<file path="config.mk">
export PLATFORM = sky130hd
export DESIGN_NAME = serial_subtractor
export DESIGN_NICKNAME = d
export VERILOG_FILES = /design/src/rtl/serial_subtractor.sv
export SDC_FILE = /design/constraint.sdc
export NUM_CORES = 1
export LEC_CHECK = 0
export BUFFER_PORTS_ARGS = -buffer_cell sky130_fd_sc_hd__clkbuf_2
export CORE_MARGIN = 5
export CORE_UTILIZATION = 49
export CTS_CLUSTER_SIZE = 28
export DETAILED_ROUTE_END_ITERATION = 7
export GPL_ROUTABILITY_DRIVEN = 1
export PLACE_DENSITY = 0.71
export SYNTH_ARGS = -nofsm -noshare
export SYNTH_HDL_FRONTEND = slang
export SYNTH_SLANG_ARGS = --single-unit
</file>
<file path="constraint.sdc">
create_clock -name clk -period 4.3 [get_ports clk]
set_clock_uncertainty 0.2 [all_clocks]
set_input_delay 0.645 -clock clk [delete_from_list [all_inputs] [get_ports clk]]
set_output_delay 0.645 -clock clk [all_outputs]
set_load 0.005 [all_outputs]
</file>
<file path="src/rtl/serial_subtractor.sv">
// rtl/serial_subtractor.sv - bit-serial N-bit unsigned subtractor, LSB first, start/busy/done handshake
module serial_subtractor #(
    parameter int N = 4
) (
    input  logic         clk,
    input  logic         rst,
    input  logic         start,
    input  logic [N-1:0] X,
    input  logic [N-1:0] Y,
    output logic         busy,
    output logic         done,
    output logic [N-1:0] D,
    output logic         Bo
);

    localparam int CW = $clog2(N + 1);

    typedef enum logic [1:0] {IDLE, RUN, DONE} state_t;

    state_t        state;
    logic [N-1:0]  xs;
    logic [N-1:0]  ys;
    logic [N-1:0]  rs;
    logic          b;
    logic [CW-1:0] count;

    logic          d;
    logic          b_next;
    logic [N-1:0]  rs_next;

    // One full-subtractor slice on the current LSBs
    assign d       = xs[0] ^ ys[0] ^ b;
    assign b_next  = (~xs[0] & ys[0]) | (~(xs[0] ^ ys[0]) & b);
    assign rs_next = {d, rs[N-1:1]};

    always_ff @(posedge clk or posedge rst) begin
        if (rst) begin
            state <= IDLE;
            xs    <= '0;
            ys    <= '0;
            rs    <= '0;
            b     <= 1'b0;
            count <= '0;
            busy  <= 1'b0;
            done  <= 1'b0;
            D     <= '0;
            Bo    <= 1'b0;
        end else begin
            case (state)
                IDLE, DONE: begin
                    done <= 1'b0;
                    if (start) begin
                        xs    <= X;
                        ys    <= Y;
                        rs    <= '0;
                        b     <= 1'b0;
                        count <= '0;
                        busy  <= 1'b1;
                        state <= RUN;
                    end else begin
                        busy  <= 1'b0;
                        state <= IDLE;
                    end
                end
                RUN: begin
                    xs    <= xs >> 1;
                    ys    <= ys >> 1;
                    rs    <= rs_next;
                    b     <= b_next;
                    count <= count + 1'b1;
                    // Last bit: publish the completed result on this same edge
                    if (count == CW'(N - 1)) begin
                        D     <= rs_next;
                        Bo    <= b_next;
                        busy  <= 1'b0;
                        done  <= 1'b1;
                        state <= DONE;
                    end
                end
                default: begin
                    busy  <= 1'b0;
                    done  <= 1'b0;
                    state <= IDLE;
                end
            endcase
        end
    end

endmodule

</file>
Word-level counts from Yosys, hierarchy flattened
Index checks and enable logic that the tools add are counted.
- output and inout bits: 7
- flip-flop bits (word level): 25
- word-level logic and storage cells: 46
- input bits: 11
- add/sub/neg operators: 1
- reduce and logical (&&, ||, !) cells: 5
- equality and inequality tests: 5
- mux-type cells: 18
- bitwise operators: 7
- operator list (cell ; number):
    case mux 4 bit (2 select lines) ; 3
    2-to-1 mux 4 bit ; 3
    2-to-1 mux 1 bit ; 6
    case mux 3 bit (2 select lines) ; 1
    inequality test 2 bit (second input constant) ; 2
    case mux 1 bit (2 select lines) ; 2
    case mux 2 bit (2 select lines) ; 1
    AND reduction 2 bit ; 2
    adder 3 x 1 -> 3 bit (second input constant) ; 1
    == test 3 x 2 -> 1 bit (second input constant) ; 1
    2-to-1 mux 3 bit ; 1
    bitwise AND 1 bit ; 2
    == test 2 x 1 -> 1 bit (second input constant) ; 1
    == test 2 bit (second input constant) ; 1
    zero test 2 bit ; 1
    2-to-1 mux 2 bit ; 1
    NOT 1 bit ; 2
    nonzero test 2 bit ; 1
    OR reduction 2 bit ; 1
    bitwise XOR 1 bit ; 2
    bitwise OR 1 bit ; 1

Longest topological paths before layout
- depth in word-level cells: 5
- depth in mapped cells: 5
- depth with buffers taken out: 5

Least setup slack after synthesis
OpenSTA, ideal clock, no wires.
- path type: input to register
- start point: input start
- end point: register count[1]
- cell stages on the path: 4
- setup slack: 2749 ps
- buffers on the path: 1
- required time: 3979 ps
- setup time: 121 ps
- arrival time: 1230 ps
- cells stage by stage: buf_2 > and2b_2 > nor2_4 > a22o_1
- cells in the longest elaborated chain, start to end: 2
- ends and longest elaborated chain (item ; line ; RTL):
    start: declaration ; 7 ; input logic start,
    inequality test 2 bit (no source line) ; - ;
    AND reduction 2 bit (no source line) ; - ;
    end signal: assignment ; 70 ; count <= count + 1'b1;
    end: declaration ; 25 ; logic [CW-1:0] count;
No other way between the ends.
A chain may end at the register's enable or synchronous reset.

Worst setup path after layout
- start point: register done
- end point: output done
- RTL lines (item ; line ; RTL):
    start: declaration ; 11 ; output logic done,
    start signal: assignment ; 45 ; done <= 1'b0;
    start signal: assignment ; 51 ; done <= 1'b0;
    start signal: assignment ; 76 ; done <= 1'b1;
No word-level cell between the ends.

==> results.yml <==
clock_tree:
  cts_sinks: 23
  cts_setup_buffers: 0
  clkLatencyLatePin_ns: 0.31
  clock_path_buffers: 2
  ctsResizeCount: 0
  cts.clk_slew.worst_paths_ns: 0.13
  ctsHoldBuffers: 0
  cts_root_buf: "clkbuf_4"
  cts_buffers: 3
  tritoncts: "yes"
  cts_max_level: 1
layout:
  diodes: 0
  fin_util_pct: 54.9
  fillers: 193
  fin_area_um2: 1200
  drive_gt1_share_pct: 28.0
  area_growth_pct: 8.71
  nets: 122
drt:
  dr_total_vias: 722
  drt_wl_total_um: 1900
  vias_per_cell: 5.35
  drtIter0Drc: 14
  detail-route-antenna-nets: 0
  dr.pass1.iters: 4
  route.detailed.drc: 0
  wire_per_inst_um: 14.0
setup_path:
  crit_arrival_ns: 1.19
  crit_type: "flop to primary output"
  cp_cell_sequence: "clkbuf_2"
  endpoint_kind: "primary output"
  cp.required_ns: 3.45
  crit_buf_inv: 1
  slowest_stage: "dfrtp_1"
  cpLargestDelayFamily: "flip-flops"
  startpoint_type: "flop"
  cp_max_fo: 11
  critPathMaxStageDelay_ns: 0.68
placement:
  hpwl_um: 1400
  portBuffers: 17
  place_area_um2: 1170
  gp_congestion: 0.762
  place_ws_ns: 2.61
timing:
  clock.fmax_mhz: 492
  fin_crit_sh_pct: 47.3
  worst_pin_slew_ns: 0.847
  finalSetupViolations: 0
  slew_headroom_pct: 43.4
  postLayoutSetupSlackWorst_ns: 2.27
  slew_viol_final: 0
  fin_crit_ns: 2.03
  hold_ws_ns: 0.261
  hold_violations: 0
  rsz0062_at_grt: "false"
  fin_tns_setup_ns: 0
global_routing:
  grt_pass1_vias: 719
  antenna_found_initial: 0
  grt_util_met3_pct: 2.71
  use_met2_pct: 19.7
  grt_overflow_total: 0
  grt_pass1_wl_um: 3350
  grt_start_max_net_pins: 24
  busiest_layer: "met2"
  grt_util_all_layers_pct: 13.0
  met1_usage_pct: 18.5
synthesis:
  synth_area_per_cell_um2: 12.0
  synth_nets: 106
  synthCells: 92
  ys_seq_area_share_pct: 52.0
  synthTopCellsByArea: "dfrtp_1, mux2i_1, mux2_4, a22o_1, buf_6"
  synth_top_area_share_pct: 52.0
  ys_ff_latch: 23
  syn_area_um2: 1110
  yosysWarnings: 0
  yosysTopAreaCell: "dfrtp_1"
  ys_types: 27
pwr:
  p_clk_share_pct: 11.9
  p_sw_share_pct: 36.8
  ir_drop_mv: 0.319
  p_leak_nw: 0.605
  p_sw_mw: 0.314
  power.density_nw_per_um2: 710
  p_int_mw: 0.539
  p_seq_share_pct: 47.3
  combPwrFrac_pct: 40.8
die:
  die_area_um2: 3310
  chipWidth_um: 57.5
  coreArea_um2: 2190
  initial_core_util_pct: 50.5
  rows: 17
  ioPinCount: 18
  die_height_um: 57.5
outcome:
  status: "complete, no violations"
flow_run:
  cap_violations: 0
min_path:
  hold_path_class: "input pin to asynchronous set/reset pin"
[logic make-up after synthesis]
| kind of cell | after synthesis | synth area share (%) |
|---|---|---|
| buffers and inverters | 12 | 6.67 |
| AOI/OAI and AO/OA | 20 | 12.1 |
| and+or+nand+nor | 23 | 13.2 |
| DFF | 23 | 52.0 |
| adders and majority gates | 3 | 4.07 |
| muxes | 11 | 11.9 |
[power by group through the flow]
stage | clock network, mW | logic (mW) | registers, mW
after detailed placement | 0 | 0.356 | 0.411
after global routing | 0.115 | 0.395 | 0.422
after global placement | 0 | 0.341 | 0.405
after floorplan | 0 | 0.333 | 0.366
after CTS | 0.103 | 0.356 | 0.408
final | 0.101 | 0.348 | 0.404
[synthesized netlist by cell type]
cell,number
o31ai_1,1
nor2b_1,2
fa_1,1
nor3_1,2
o22ai_1,2
nand2b_1,3
a211oi_1,2
a21oi_1,2
mux2i_1,6
nand3_1,5
and2b_2,1
mux2_4,4
buf_4,1
nor2_1,3
a22o_1,5
o21ai_0,6
buf_6,3
nand2_1,4
ha_1,2
mux2_2,1
nor2_4,1
inv_1,6
nand3b_4,1
buf_2,2
dfrtp_1,23
a22oi_1,2
nor2b_4,1
[stage by stage]
step / power (mW) / std cells
final: 0.853 / 135
after global routing: 0.932 / 135
after CTS: 0.866 / 135
after detailed placement: 0.768 / 131
after global placement: 0.746 / 131
after floorplan: 0.699 / 92
[worst paths after layout]
path                           from    end  slack, ns  depth (start not counted)
max                            done   done       2.27                          1
min                             rst   D[2]       0.26                          2
max reg2reg                count[0]   D[1]       2.65                          4
min reg2reg                      Bo     Bo       0.30                          2
max in group asynchronous       rst  ys[3]       3.12                          2
min in group clk                 Bo     Bo       0.30                          2
[sequential cells by signal (all words and copies together), names as in the netlist]
signal / count
xs: 4
D: 4
state: 1
Bo: 1
rs: 3
b: 1
count: 3
ys: 4
busy: 1
done: 1
[cell usage in the layout (no fill, tap or decap)]
cell and n:
clkinv_2 1, clkbuf_2 17, a22o_1 5, nor2b_1 2, nand2_1 4, a22oi_1 2
nand2b_1 3, nor3_1 2, mux2_4 4, o22ai_1 2, fa_1 1, o21ai_0 6
nor2_4 1, o31ai_1 1, dfrtp_1 23, nor2b_4 1, clkbuf_4 3, nand3b_4 1
nor2_1 3, a211oi_1 2, and2b_2 1, ha_1 2, inv_1 6, a21oi_1 2
nand3_1 5, mux2_2 1, mux2i_1 6
[layout make-up]
cell class,count,area (um^2),share of cell area (%)
Sequential cell,23,576,47.9
Clock inverter,1,5.00,0.416
Clock buffer,3,22.5,1.87
Timing Repair Buffer,17,85.1,7.08
Inverter,6,22.5,1.87
Tap cell,28,35.0,2.91
Multi-Input combinational cell,57,457,38.0
[per-layer routing]
metal	up-vias	wire [um]
met3	4	93
met4	0	23
li1	351	-
met5	-	0
met2	17	856
met1	350	923
Power figures use the tool's default switching activity.
